==> config.mk <==
export PLATFORM = sky130hd
export DESIGN_NAME = exp_unit_arbiter
export DESIGN_NICKNAME = d
export VERILOG_FILES = /design/src/rtl/exp_unit_arbiter.sv
export SDC_FILE = /design/constraint.sdc
export NUM_CORES = 1
export LEC_CHECK = 0
export BUFFER_PORTS_ARGS = -buffer_cell sky130_fd_sc_hd__buf_4
export CAP_MARGIN = 20
export CORE_UTILIZATION = 35
export DETAILED_ROUTE_END_ITERATION = 8
export SYNTH_ARGS = -nofsm -noshare
export SYNTH_HDL_FRONTEND = slang
export SYNTH_SLANG_ARGS = --single-unit
==> constraint.sdc <==
create_clock -name clk -period 5.5 [get_ports clk]
set_input_delay 0.275 -clock clk [delete_from_list [all_inputs] [get_ports clk]]
set_output_delay 0.275 -clock clk [all_outputs]
set_load 0.02 [all_outputs]
==> src/rtl/exp_unit_arbiter.sv <==
// rtl/exp_unit_arbiter.sv - round-robin, credit-controlled sharing of one fixed-latency FP32 exp unit
module exp_unit_arbiter #(
    parameter  int NUM_REQ = 4,
    parameter  int DEPTH   = 8,
    localparam int ID_W    = $clog2(NUM_REQ)
) (
    input  logic                 clk,
    input  logic                 rst,
    input  logic [NUM_REQ-1:0]   req_valid,
    input  logic [NUM_REQ*32-1:0] req_fp32,
    output logic [NUM_REQ-1:0]   req_ready,
    output logic                 exp_in_valid,
    output logic [31:0]          exp_in_fp32,
    input  logic                 exp_out_valid,
    input  logic [31:0]          exp_out_fp32,
    output logic                 rsp_valid,
    output logic [ID_W-1:0]      rsp_id,
    output logic [31:0]          rsp_fp32,
    input  logic                 rsp_ready,
    output logic                 busy,
    output logic                 err_orphan
);

    localparam int CNT_W = $clog2(DEPTH + 1);
    localparam int PTR_W = (DEPTH > 1) ? $clog2(DEPTH) : 1;
    localparam int RES_W = ID_W + 32;

    // Credits: operands issued but whose result has not yet been handed to the consumer.
    logic [CNT_W-1:0] cnt_q, cnt_d;
    logic [ID_W-1:0]  ptr_q, ptr_d;
    logic             err_q, err_d;

    logic [ID_W-1:0]  tag_mem_q [DEPTH];
    logic [ID_W-1:0]  tag_mem_d [DEPTH];
    logic [PTR_W-1:0] tag_wr_q, tag_wr_d, tag_rd_q, tag_rd_d;
    logic [CNT_W-1:0] tag_cnt_q, tag_cnt_d;

    logic [RES_W-1:0] res_mem_q [DEPTH];
    logic [RES_W-1:0] res_mem_d [DEPTH];
    logic [PTR_W-1:0] res_wr_q, res_wr_d, res_rd_q, res_rd_d;
    logic [CNT_W-1:0] res_cnt_q, res_cnt_d;

    logic             can_issue;
    logic             grant_valid;
    logic [ID_W-1:0]  grant_id;
    logic             rsp_hs;
    logic             tag_push, tag_pop, res_push, res_pop;
    logic [RES_W-1:0] res_head;

    function automatic logic [PTR_W-1:0] ptr_inc(input logic [PTR_W-1:0] p);
        return (p == PTR_W'(DEPTH - 1)) ? '0 : p + 1'b1;
    endfunction

    // Issue gating looks only at the registered credit count, so rsp_ready never reaches req_ready.
    assign can_issue = (cnt_q < CNT_W'(DEPTH));

    // Round-robin pick: first valid requester at or above the pointer, wrapping around.
    always_comb begin
        grant_valid = 1'b0;
        grant_id    = '0;
        if (can_issue) begin
            for (int k = 0; k < NUM_REQ; k++) begin
                if (!grant_valid && req_valid[(int'(ptr_q) + k) % NUM_REQ]) begin
                    grant_valid = 1'b1;
                    grant_id    = ID_W'((int'(ptr_q) + k) % NUM_REQ);
                end
            end
        end
    end

    // Drive the grant vector and the exp unit input; operand bus is zero when nothing issues.
    always_comb begin
        req_ready    = '0;
        exp_in_fp32  = '0;
        exp_in_valid = grant_valid;
        if (grant_valid) begin
            req_ready[grant_id] = 1'b1;
            exp_in_fp32         = req_fp32[32*grant_id +: 32];
        end
    end

    assign res_head  = res_mem_q[res_rd_q];
    assign rsp_valid = (res_cnt_q != '0);
    assign rsp_id    = rsp_valid ? res_head[32 +: ID_W] : '0;
    assign rsp_fp32  = rsp_valid ? res_head[31:0] : '0;
    assign busy      = (cnt_q != '0);
    assign err_orphan = err_q;

    assign rsp_hs   = rsp_valid & rsp_ready;
    assign tag_push = grant_valid;
    assign tag_pop  = exp_out_valid && (tag_cnt_q != '0);
    assign res_push = tag_pop;
    assign res_pop  = rsp_hs;

    // Next state for credits, pointer and the sticky orphan flag.
    always_comb begin
        cnt_d = cnt_q;
        case ({grant_valid, rsp_hs})
            2'b10:   cnt_d = cnt_q + CNT_W'(1);
            2'b01:   cnt_d = cnt_q - CNT_W'(1);
            default: cnt_d = cnt_q;
        endcase
        ptr_d = ptr_q;
        if (grant_valid) begin
            ptr_d = (int'(grant_id) == NUM_REQ - 1) ? '0 : grant_id + 1'b1;
        end
        err_d = err_q | (exp_out_valid && (tag_cnt_q == '0));
    end

    // Tag FIFO next state: granted ID in at issue, oldest ID out when its result returns.
    always_comb begin
        tag_mem_d = tag_mem_q;
        tag_wr_d  = tag_wr_q;
        tag_rd_d  = tag_rd_q;
        tag_cnt_d = tag_cnt_q;
        if (tag_push) begin
            tag_mem_d[tag_wr_q] = grant_id;
            tag_wr_d            = ptr_inc(tag_wr_q);
        end
        if (tag_pop) begin
            tag_rd_d = ptr_inc(tag_rd_q);
        end
        if (tag_push && !tag_pop) begin
            tag_cnt_d = tag_cnt_q + CNT_W'(1);
        end else if (!tag_push && tag_pop) begin
            tag_cnt_d = tag_cnt_q - CNT_W'(1);
        end
    end

    // Result FIFO next state: tagged result in from the exp unit, out on response handshake.
    always_comb begin
        res_mem_d = res_mem_q;
        res_wr_d  = res_wr_q;
        res_rd_d  = res_rd_q;
        res_cnt_d = res_cnt_q;
        if (res_push) begin
            res_mem_d[res_wr_q] = {tag_mem_q[tag_rd_q], exp_out_fp32};
            res_wr_d            = ptr_inc(res_wr_q);
        end
        if (res_pop) begin
            res_rd_d = ptr_inc(res_rd_q);
        end
        if (res_push && !res_pop) begin
            res_cnt_d = res_cnt_q + CNT_W'(1);
        end else if (!res_push && res_pop) begin
            res_cnt_d = res_cnt_q - CNT_W'(1);
        end
    end

    // Control state registers; reset discards anything in flight or buffered.
    always_ff @(posedge clk) begin
        if (rst) begin
            cnt_q     <= '0;
            ptr_q     <= '0;
            err_q     <= 1'b0;
            tag_wr_q  <= '0;
            tag_rd_q  <= '0;
            tag_cnt_q <= '0;
            res_wr_q  <= '0;
            res_rd_q  <= '0;
            res_cnt_q <= '0;
        end else begin
            cnt_q     <= cnt_d;
            ptr_q     <= ptr_d;
            err_q     <= err_d;
            tag_wr_q  <= tag_wr_d;
            tag_rd_q  <= tag_rd_d;
            tag_cnt_q <= tag_cnt_d;
            res_wr_q  <= res_wr_d;
            res_rd_q  <= res_rd_d;
            res_cnt_q <= res_cnt_d;
        end
    end

    // FIFO storage; contents are qualified by the occupancy counters so need no reset.
    always_ff @(posedge clk) begin
        tag_mem_q <= tag_mem_d;
        res_mem_q <= res_mem_d;
    end

    // Credits must keep both FIFOs from ever being pushed while full.
    always_ff @(posedge clk) begin
        if (!rst) begin
            assert (!(tag_push && !tag_pop && tag_cnt_q == CNT_W'(DEPTH)));
            assert (!(res_push && !res_pop && res_cnt_q == CNT_W'(DEPTH)));
        end
    end

endmodule

# Yosys cells after proc, flatten, opt, wreduce, memory -nomap -nowiden

Index checks and enable logic that the tools add are counted.

Bits in registers: 315
Logic and storage cells: 149

Bitwise operators: 9
Eq/ne operators: 7
$lt $le $gt $ge: 13
Mux-type cells: 52
Shift-type cells: 1
$add $sub $neg: 14
Reduce and logical (&&, ||, !) cells: 28

Operator list:

| kind                                                                         | number |
|---|---|
| 272-bit bitwise mux                                                          | 1 |
| 128-bit by 8-bit indexed part select with 32-bit output                      | 1 |
| 34-bit binary-select mux with 3-bit select                                   | 1 |
| 34-bit demux with 3-bit select                                               | 1 |
| 34-bit two-way mux                                                           | 3 |
| 32-bit two-way mux                                                           | 2 |
| 2-bit two-way mux                                                            | 10 |
| 4-bit two-way mux                                                            | 5 |
| 16-bit bitwise mux                                                           | 1 |
| 4-bit >= comparator, second input constant                                   | 4 |
| 1-bit two-way mux                                                            | 16 |
| 3-bit inverter with 4-bit output                                             | 4 |
| 3-bit by 1-bit adder with 3-bit output, second input constant                | 4 |
| 4-bit by 1-bit adder with 4-bit output, second input constant                | 3 |
| 3-bit equality test, second input constant                                   | 4 |
| 1-bit logical AND                                                            | 12 |
| 3-bit by 4-bit less-than comparator with 1-bit output, second input constant | 3 |
| 3-bit two-way mux                                                            | 4 |
| 4-bit nonzero test                                                           | 3 |
| 4-bit by 1-bit subtractor with 4-bit output, second input constant           | 3 |
| 1-bit binary-select mux with 2-bit select                                    | 4 |
| 4-bit by 1-bit less-than comparator with 1-bit output, second input constant | 2 |
| 4-bit one-hot mux with 2 select lines                                        | 1 |
| 2-bit binary-select mux with 3-bit select                                    | 1 |
| 16 further kinds                                                             | 31 |

# Logic depth before layout (Yosys ltp)

Gate-level depths: netlist (run 1).

Word-level depth: 22
Mapped depth: 12

# Worst setup path after synthesis (run 1)

Ideal clock, no wire load.

Kind: reg2reg
Start: reg tag_cnt_q[0]
End: reg res_mem_q[238] (netlist name), enable pin
Data required time: 4.990 ns
Arrival: 4.181 ns
Clock period less this slack: 4.691 ns
Stages on the path, launching flop included: 6
Setup slack: 0.809 ns
Cell sequence: dfxtp_1 -> nor4_1 -> nand2b_1 -> clkbuf_1 -> buf_2 -> nor4_1

Cells in the longest elaborated chain, start to end: 2

RTL lines:

| item                   | RTL line | text |
|---|---|---|
| from (decl)            | 36       | `logic [CNT_W-1:0] tag_cnt_q, tag_cnt_d;` |
| from (signal assigned) | 168      | `tag_cnt_q <= tag_cnt_d;` |
| 4-bit nonzero test     | 91       | `assign tag_pop = exp_out_valid && (tag_cnt_q != '0);` |
| 1-bit logical AND      | 91       |  |
| to (signal assigned)   | 178      | `res_mem_q <= res_mem_d;` |
| to (decl)              | 38       | `logic [RES_W-1:0] res_mem_q [DEPTH];` |

No other way between the ends.
A chain may end at the register's enable or synchronous reset.

# Worst setup path in the final report (run 1)

Start: reg ptr_q[0]
End: out exp_in_fp32[20]

Cells in the longest elaborated chain, start to end: 18
Elaborated cells on any way between the ends: 35

RTL lines:

| item                                                                            | RTL line | text |
|---|---|---|
| from (decl)                                                                     | 30       | `logic [ID_W-1:0] ptr_q, ptr_d;` |
| from (signal assigned)                                                          | 164      | `ptr_q <= ptr_d;` |
| branches (longest 17 deep; another with 2-bit by 1-bit adder with 2-bit output) | n/a      |  |
| 32-bit two-way mux (*)                                                          | 76       | `if (grant_valid) begin` |
| to (decl)                                                                       | 13       | `output logic [31:0] exp_in_fp32,` |

Every way passes the cells marked *. The select of a mux whose other input is x is not followed.

==> results of run 1 <==
-- final cells by class --
class	instances	area [um^2]	share of cell area [%]
Timing Repair Buffer	291	2270	12.8
Antenna cell	5	12.5	0.0708
Tap cell	518	648	3.67
Sequential cell	315	9200	52.0
Multi-Input combinational cell	461	4440	25.1
Clock buffer	47	941	5.32
Inverter	12	45.0	0.255
Clock inverter	14	133	0.750
-- path summary, 6_finish.rpt --
kind,start,end,cells after the start
max reg2reg,tag_cnt_q[0],res_cnt_q[3],11
min reg2reg,err_orphan,err_orphan,2
min,exp_out_fp32[9],res_mem_q[77],1
max,ptr_q[0],exp_in_fp32[20],6
-- flip-flops by register name (all words and copies together), names as in the netlist, 4 cells and up --
register / cells
cnt_q: 4
res_cnt_q: 4
res_mem_q: 272
tag_cnt_q: 4
tag_mem_q: 16
-- placed cells by master (no fill, tap or decap), types with 5 or more instances in the layout --
| cell type | count |
|---|---|
| clkbuf_16 | 35 |
| mux4_2 | 72 |
| inv_1 | 11 |
| buf_4 | 258 |
| xnor2_1 | 5 |
| mux2_1 | 12 |
| edfxtp_1 | 288 |
| ha_1 | 21 |
| dlygate4sd3_1 | 32 |
| nor3_1 | 8 |
| diode_2 | 5 |
| mux2_2 | 22 |
| xor2_1 | 5 |
| mux2i_1 | 70 |
| clkbuf_1 | 10 |
| nor2_1 | 56 |
| a22oi_1 | 32 |
| nand2b_1 | 6 |
| dfxtp_1 | 24 |
| nor3b_1 | 5 |
| clkinv_2 | 6 |
| nand2_1 | 80 |
| o21ai_0 | 6 |
| a21oi_1 | 23 |
-- synthesized netlist by cell type (3+ instances only) --
master,n
mux4_2,72
inv_1,11
nand2_1,80
mux2_2,22
a22oi_1,32
mux2_1,12
buf_1,4
edfxtp_1,288
xor2_1,5
mux2i_1,70
ha_1,21
nand2b_1,6
a21oi_1,23
clkbuf_1,15
nor3_1,12
dfxtp_1,27
and2_1,4
o21ai_0,6
buf_2,16
xnor2_1,5
nor4_1,3
nor3b_1,5
or3_1,3
buf_6,16
nor2_1,59
-- worst max-delay path: cells and delay by family (launching register included) --
kind                   cells  cell delay, ns
buffers and inverters      2            0.28
multiplexers               2            0.65
flip-flops                 1            0.43
AND/OR/NAND/NOR            1            0.40
AO/OA/AOI/OAI              1            0.66
-- kinds of logic (layout without fill, tap and decap cells) --
family,after synthesis,count (layout),share of synthesized area [%]
fa+ha+maj,23,23,2.17
mux,176,176,19.4
flops,315,315,65.9
compound gates,72,72,3.57
buf+inv,64,364,2.75
xor+xnor,10,10,0.628
simple gates,180,180,5.62
other cells,0,5,0
-- where the power goes --
| part | internal [uW] | switching [uW] |
|---|---|---|
| clock | 1260 | 910 |
| sequential | 2860 | 139 |
| combinational | 1210 | 1430 |
-- metrics by stage --
stage               instances  total power [uW]  util, %  hold WS [ns]  area [um^2]
floorplan                 840              4810        -         0.374        14000
global placement         1564              5700     41.7         0.477        16300
detailed placement       1565              5730     41.7         0.477        16300
CTS                      1658              7930     45.3       0.00430        17700
global route             1663              8220     45.3        0.0164        17700
finish                   1663              7810     45.3        0.0176        17700
-- timing repair --
action,CTS,global route
buffers inserted,0,0
hold endpoints to repair,245,0
hold buffers,32,0
-- routing by layer --
| layer | vias up | track usage, % | routed length (um) |
|---|---|---|---|
| met1 | 4102 | 18.2 | 12500 |
| met5 | - | 0 | 0 |
| met4 | 0 | 8.14 | 1450 |
| li1 | 3844 | - | - |
| met3 | 56 | 3.08 | 1750 |
| met2 | 294 | 28.5 | 16600 |
==> out/metrics.csv, run 1 <==
stage;metric;value;unit
route;drc_errors;0;
sta;timing.final.crit_share;59.0;%
die;rows;72;
cts;root_buffer;clkbuf_16;
sta;max_freq;308;MHz
die;start_util;35.8;%
worst_setup_path;slowest_stage;a21o_2;
place;place_congestion;0.821;
sta;setup_viol;0;
route;wirelength;32300;um
sta;period_minus_slack;3.24;ns
synthesis;synth_nets;1031;
global_route;grt_pass1_vias;8765;
die;die_y;202;um
global_route;globalRoute.totalOverflow;0;
worst_setup_path;crit_type;register to output port;
power;ir_worst_vdd;181;uV
route;drt_iter0_markers;353;
cts;cts_tree;built;
synthesis;yosysWarningCount;0;
worst_setup_path;rrSetupSlack;2.41;ns
place;dp_slack;2.40;ns
synthesis;yosysSeqAreaShare;65.9;%
cts;numCtsBuffers;35;
global_route;grt_max_degree;74;
power;p_leak;0.00652;uW
cts;cts_resized;0;
worst_setup_path;crit_fanout;32;
synthesis;async_reset_ff_share;0;%
global_route;antenna_found_initial;5;
worst_setup_path;crit_path_cell_trace;inv_1 > nor3_1 > a21o_2 > mux2_2 > mux2i_1 > buf_4;
worst_setup_path;worst_setup_path_start_kind;register;
place;io_buffers;241;
sta;worst_slack;2.26;ns
synthesis;syn-cell-area;14000;um^2
worst_setup_path;cp.arrival;2.97;ns
layout;syn_to_final_growth;26.7;%
layout;nNetsFinal;1307;
route;vias_per_cell;4.99;
cts;clk_pin_slew;0.06;ns
place;hpwl;20900;um
hold_path;hold_path_class;input port to register;
synthesis;synth_seq_cells;315;
global_route;grt_pass1_wl;49800;um
cts;cts_buffer_depth;3;
synthesis;synth_area_leaders;edfxtp_1 62%, mux4_2 12%, mux2i_1 5.0%, dfxtp_1 3.9%, nand2_1 2.2%;
worst_setup_path;critPathRequiredTime;5.22;ns
synthesis;syn-instance-count;840;
die;dieArea;40700;um^2
outcome;outcome;complete, no violations;
die;io_pins;242;
route;via_count;8296;
sta;slew_headroom;39.4;%
layout;fill_cells;3423;
synthesis;yosysTopAreaCellShare;62.0;%
sta;fin_skew;0.0149;ns
layout;drive_gt1_share;36.8;%
synthesis;synth_ff_type;edfxtp_1;
sta;hold_violations;0;
route;ant_nets;0;
synthesis;synth_cell_types;45;
cts;clock_insertion_delay_worst_skew;0.52;ns
sta;setup_tns;0;ns
die;die_x;202;um
synthesis;yosysTopAreaCell;edfxtp_1;
synthesis;syn_avg_cell_area;16.6;um^2
cts;htreeDepth;2;
worst_setup_path;setup.worst_path.end_class;output port;
die;core-area;39000;um^2
sta;rsz0062_at_grt;no;
sta;tightest_slew;0.908;ns
global_route;track_usage;16.0;%
cts;clkSinkCount;315;
synthesis;synth_edf_count;288;
route;firstDrtPassIters;4;
job;drv_cap;0;
route;wire_per_inst;19.4;um
worst_setup_path;slowest_delay;0.66;ns
sta;slew_viol_final;0;
power;p_per_area;442;nW/um^2
No activity file was read; power rests on OpenSTA's default activity.
==> run 2, diff against run 1 <==
- clock period: 5.5 -> 2.6 ns (I/O delays scaled with it)
==> out/metrics.csv, run 2 (same netlist as run 1, synthesis figures left out) <==
stage;metric;value;unit;change
layout;final_common_cell;edfxtp_1;;
sta;period_minus_slack;2.51;ns;
route;wirelength;31600;um;-2.3%
global_route;globalRoute.totalOverflow;0;;unchanged
cts;cts_tree;built;;
layout;largest_reg_flops;272;;unchanged
route;wire_per_inst;18.5;um;-4.5%
worst_setup_path;crit_fanout;17;;-47%
layout;drive_gt1_share;40.1;%;+3.3 points
job;drv_cap;0;;unchanged
route;via_count;8428;;+1.6%
layout;fill_cells;3316;;-3.1%
route;drt_iter0_markers;428;;+21%
worst_setup_path;crit_type;register to output port;;
sta;max_freq;399;MHz;
layout;layout_common_cells;288 x edfxtp_1, 276 x buf_4, 79 x nand2_1, 72 x mux4_2, 68 x mux2i_1;;
route;drc_errors;0;;unchanged
worst_setup_path;cp.arrival;2.38;ns;-0.59 ns
sta;hold_ws;0.185;ns;+0.167 ns
cts;clock_insertion_delay_worst_skew;0.50;ns;-0.02 ns
global_route;grt_pass1_wl;48000;um;-3.7%
cts;root_buffer;clkbuf_16;;
layout;fin_area;18500;um^2;+4.4%
die;io_pins;242;;unchanged
sta;setup_viol;0;;unchanged
die;core-area;39000;um^2;unchanged
die;start_util;35.8;%;unchanged
die;rows;72;;unchanged
power;p_leak;0.00684;uW;+4.9%
worst_setup_path;r2r-end;res_cnt_q[3];;
worst_setup_path;endpoint;req_ready[0];;
die;die_y;202;um;unchanged
cts;clk_pin_slew;0.06;ns;about the same
global_route;grt_pass1_vias;8786;;+0.24%
cts;cts_buffer_depth;3;;unchanged
sta;timing.final.crit_share;96.4;%;
worst_setup_path;r2r-start;res_cnt_q[0];;
sta;hold_violations;0;;unchanged
place;io_buffers;241;;unchanged
place;place_congestion;0.856;;+4.3%
sta;rsz0062_at_grt;yes;;
global_route;grt_max_degree;74;;unchanged
outcome;outcome;complete, no violations;;
sta;slew_viol_final;0;;unchanged
cts;htreeDepth;2;;unchanged
global_route;track_usage;15.3;%;-0.72 points
power;p_per_area;950;nW/um^2;+110%
power;ir_worst_vdd;487;uV;+170%
worst_setup_path;cp-startpoint;ptr_q[0];;
hold_path;hold_path_class;input port to register;;
worst_setup_path;setup.worst_path.end_class;output port;;
layout;nNetsFinal;1350;;+3.3%
die;die_x;202;um;unchanged
worst_setup_path;rrSetupSlack;0.23;ns;-2.18 ns
place;hpwl;20000;um;-4.0%
cts;clkSinkCount;315;;unchanged
layout;top_register;res_mem_q;;
global_route;antenna_found_initial;1;;-4
sta;fin_skew;0.00804;ns;-0.00684 ns
sta;slew_headroom;61.5;%;+22 points
worst_setup_path;critPathRequiredTime;2.47;ns;-2.75 ns
route;ant_nets;0;;unchanged
worst_setup_path;worst_setup_path_start_kind;register;;
route;vias_per_cell;4.95;;-0.74%
layout;fin_util;47.3;%;+2.0 points
cts;numCtsBuffers;35;;unchanged
sta;tightest_slew;0.575;ns;-0.333 ns
layout;syn_to_final_growth;32.4;%;
layout;multi_input_area;4570;um^2;+3.0%
route;firstDrtPassIters;4;;unchanged
worst_setup_path;ff2ff_path_depth;11;;unchanged
die;dieArea;40700;um^2;unchanged
layout;seq_area;9200;um^2;about the same
place;place_area;16600;um^2;+2.0%
layout;top_regs;res_mem_q x272, tag_mem_q x16;;
## run 2: layer usage
metal  part of all wire, %  GRT usage, %
met4                   2.9          5.57
met3                   5.1          2.72
met1                    40          18.0
met5                     0             0
met2                    52          27.7
## run 2: critical path, stage by stage, from the launching register on
cell and delay (ns):
dfxtp_4 0.39, buf_6 0.11, nand3b_1 0.08, o21ai_1 0.08, nand2b_1 0.06, a221o_2 0.47, buf_12 0.20, ha_1 0.18
and2_1 0.14, buf_6 0.13
## run 2: repair_timing
action / in CTS / in global routing
gates cloned: 1 / 3
endpoints found under the setup margin: 36 / 22
pin swaps: 2 / 5
gates resized for setup: 9 / 19
hold buffers: 35 / 0
setup buffers: 3 / 18
hold endpoints to repair: 272 / 0
## run 2: per-stage QoR
stage,power [uW],instances,setup WS (ns),setup TNS [ns]
2_1_floorplan,10200,840,-0.266,-46.49
3_3_place_gp,12200,1580,0.0674,0
3_5_place_dp,12300,1580,0.0193,0
4_1_cts,17400,1680,0.00608,0
5_1_grt,18400,1702,-0.00167,-0.00167
6_report,17500,1702,0.0940,0
## run 2: worst min path at each step
stage                                 from        endpoint  slack, ns  depth (start not counted)
final                            rsp_ready     res_rd_q[0]       0.19                          5
after global routing             rsp_ready     res_rd_q[2]       0.20                          5
after floorplan            exp_out_fp32[0]    res_mem_q[0]       0.23                          0
after detailed placement  exp_out_fp32[20]  res_mem_q[122]       0.37                          1
after CTS                        rsp_ready     res_rd_q[1]       0.26                          5
after global placement     exp_out_fp32[0]    res_mem_q[0]       0.36                          1
## run 2: layout make-up
type | count | area share [%]
Clock inverter | 12 | 0.854
Multi-Input combinational cell | 462 | 24.8
Sequential cell | 315 | 49.8
Antenna cell | 1 | 0.0136
Inverter | 12 | 0.264
Clock buffer | 49 | 5.42
Tap cell | 518 | 3.51
Timing Repair Buffer | 333 | 15.3
## run 2: power by group
| part | switching, uW | internal (uW) | leakage, uW |
|---|---|---|---|
| sequential | 265 | 6050 | 0.00283 |
| clock | 1850 | 3070 | 0.000565 |
| combinational | 3260 | 3030 | 0.00344 |
==> run 3, diff against run 2 <==
- BUFFER_PORTS_ARGS: -buffer_cell sky130_fd_sc_hd__buf_4 -> default
- DONT_BUFFER_PORTS: default -> 1
==> out/metrics.csv, run 3 (same netlist as run 1, synthesis figures left out) <==
stage;metric;value;unit;change
outcome;outcome;complete, no violations;;
job;drv_cap;0;;unchanged
layout;drive_gt1_share;25.2;%;-15 points
die;rows;72;;unchanged
hold_path;worstHoldStart;exp_out_valid;;
place;io_buffers;0;;-100%
global_route;grt_pass1_vias;8006;;-8.9%
cts;clk_pin_slew;0.06;ns;about the same
worst_setup_path;setup.worst_path.end_class;output port;;
die;core-area;39000;um^2;unchanged
sta;setup_viol;0;;unchanged
layout;instances_no_fill;1477;;-13%
route;ant_nets;0;;unchanged
power;internal_power;10800;uW;-11%
power;ir_worst_vdd;636;uV;+30%
layout;top_register;res_mem_q;;
route;drc_errors;0;;unchanged
power;p_leak;0.00567;uW;-17%
place;place_area;15100;um^2;-9.3%
worst_setup_path;r2r-end;res_cnt_q[3];;
power;power.share.clock;27.5;%;-0.6 points
global_route;globalRoute.totalOverflow;0;;unchanged
die;io_pins;242;;unchanged
hold_path;hold_depth;5;;unchanged
sta;timing.final.crit_share;96.1;%;-0.30 points
layout;top_regs;res_mem_q x272, tag_mem_q x16;;
sta;setup_tns;0;ns;unchanged
route;wirelength;30300;um;-3.9%
global_route;grt_pass1_wl;46000;um;-4.2%
sta;rsz0062_at_grt;no;;
global_route;track_usage;14.8;%;-0.44 points
layout;final_common_cell;edfxtp_1;;
power;sw_frac_of_total;32.8;%;+2.1 points
cts;clkSinkCount;315;;unchanged
layout;fill_cells;3425;;+3.3%
hold_path;hold_path_class;input port to register;;
route;via_count;7635;;-9.4%
global_route;antenna_found_initial;4;;+3
sta;period_minus_slack;2.50;ns;-0.00769 ns
place;hpwl;18700;um;-6.9%
die;start_util;35.8;%;unchanged
sta;tightest_slew;1.07;ns;+0.490 ns
cts;root_buffer;clkbuf_16;;
power;power.switching;5270;uW;-1.9%
route;wire_per_inst;20.5;um;+11%
worst_setup_path;cp.arrival;2.37;ns;about the same
place;place_congestion;0.966;;+13%
cts;cts_tree;built;;
worst_setup_path;worst_setup_path_start_kind;register;;
sta;slew_viol_final;0;;unchanged
layout;largest_reg_flops;272;;unchanged
worst_setup_path;r2r-start;tag_cnt_q[2];;
worst_setup_path;rrSetupSlack;0.14;ns;-0.09 ns
worst_setup_path;ff2ff_path_depth;11;;unchanged
power;p_per_area;971;nW/um^2;+2.3%
worst_setup_path;critPathRequiredTime;2.47;ns;about the same
die;dieArea;40700;um^2;unchanged
layout;syn_to_final_growth;18.8;%;
sta;fin_skew;0.0221;ns;+0.0140 ns
cts;cts_buffer_depth;3;;unchanged
cts;htreeDepth;2;;unchanged
layout;nNetsFinal;1123;;-17%
worst_setup_path;crit_type;register to output port;;
power;p_seq_share;39.4;%;+3.4 points
power;combPwrFrac;33.1;%;-2.8 points
global_route;grt_max_degree;74;;unchanged
layout;layout_common_cells;288 x edfxtp_1, 80 x nand2_1, 72 x mux4_2, 69 x mux2i_1, 56 x nor2_1;;
route;drt_iter0_markers;512;;+20%
cts;clock_insertion_delay_worst_skew;0.52;ns;+0.02 ns
place;placed_cells;1372;;-13%
layout;fin_area;16600;um^2;-10%
sta;slew_headroom;28.7;%;-33 points
die;die_y;202;um;unchanged
die;die_x;202;um;unchanged
cts;numCtsBuffers;35;;unchanged
power;power;16100;uW;-8.2%
hold_path;min_to;res_wr_q[2];;
route;firstDrtPassIters;4;;unchanged
worst_setup_path;crit_fanout;34;;+17
route;vias_per_cell;5.17;;+4.4%
sta;max_freq;400;MHz;+0.31%
sta;hold_violations;0;;unchanged
run 3: cell types whose count changed in the layout (fill, tap and decap cells not counted), moves of 3 or more:
| cell | change |
|---|---|
| clkinv_2 | +4 |
| buf_4 | -221 |
| buf_6 | -5 |
| clkbuf_1 | -3 |
| clkbuf_8 | -3 |
| diode_2 | +3 |
| bufinv_16 | -4 |
| clkbuf_16 | -3 |
run 3: per-stage QoR:
step	hold slack, ns	worst slack [ns]	util [%]
after floorplan	0.229	-0.266	-
after global placement	0.200	0.181	38.6
after detailed placement	0.200	0.110	38.6
after CTS	0.0396	0.00599	42.3
after global routing	0.0162	0.00322	42.5
final	0.0104	0.102	42.5
run 3: metal layers:
layer  share of wire (%)  vias up  global-route usage (%)  routed length, um
met5                   0        -                       0                  0
met4                 3.0        0                    5.57                900
met3                 4.8       48                    2.70               1460
met2                  51      257                    26.7              15600
met1                  41     3856                    17.6              12400
li1                    -     3474                       -                  -
run 3: timing repair:
| item | CTS | global route |
|---|---|---|
| setup buffers | 2 | 4 |
| hold buffers | 34 | 0 |
| gates resized for setup | 7 | 9 |
| pin swaps | 0 | 2 |
| gates cloned | 1 | 0 |
| endpoints found under the setup margin | 34 | 33 |
| endpoints found under the hold margin | 283 | 0 |
run 3: layout make-up:
type / count / area (um^2) / area share (%)
clock inverters: 19 / 144 / 0.868
well taps: 518 / 648 / 3.91
diodes: 4 / 10.0 / 0.0604
clock buffers: 41 / 898 / 5.42
repair buffers: 106 / 1100 / 6.61
multi-input cells: 462 / 4530 / 27.3
inverters: 12 / 48.8 / 0.294
flip-flops and latches: 315 / 9200 / 55.5
run 3: worst max-delay path, cell delays in order (launching register included):
cell     delay, ns
dfxtp_1       0.42
inv_1         0.11
o32ai_1       0.30
a221o_2       0.26
buf_12        0.25
mux2i_1       0.31
buf_4         0.19
run 3: worst max path at each step:
stage / from / end / slack [ns]
global placement: tag_cnt_q[3] / res_cnt_q[3] / 0.18
CTS: ptr_q[0] / exp_in_fp32[16] / 0.006
floorplan: tag_cnt_q[0] / res_mem_q[0] / -0.27
finish: ptr_q[1] / exp_in_fp32[31] / 0.10
global route: ptr_q[1] / req_ready[2] / 0.003
detailed placement: tag_cnt_q[1] / res_cnt_q[3] / 0.11
run 3: power by group through the flow:
stage          Sequential (uW)  Combinational (uW)  Clock (uW)
4_1_cts                   6340                5320        4540
6_report                  6330                5330        4430
2_1_floorplan             6310                3870           0
3_5_place_dp              6440                5150           0
3_3_place_gp              6420                5120           0
5_1_grt                   6390                5740        4730
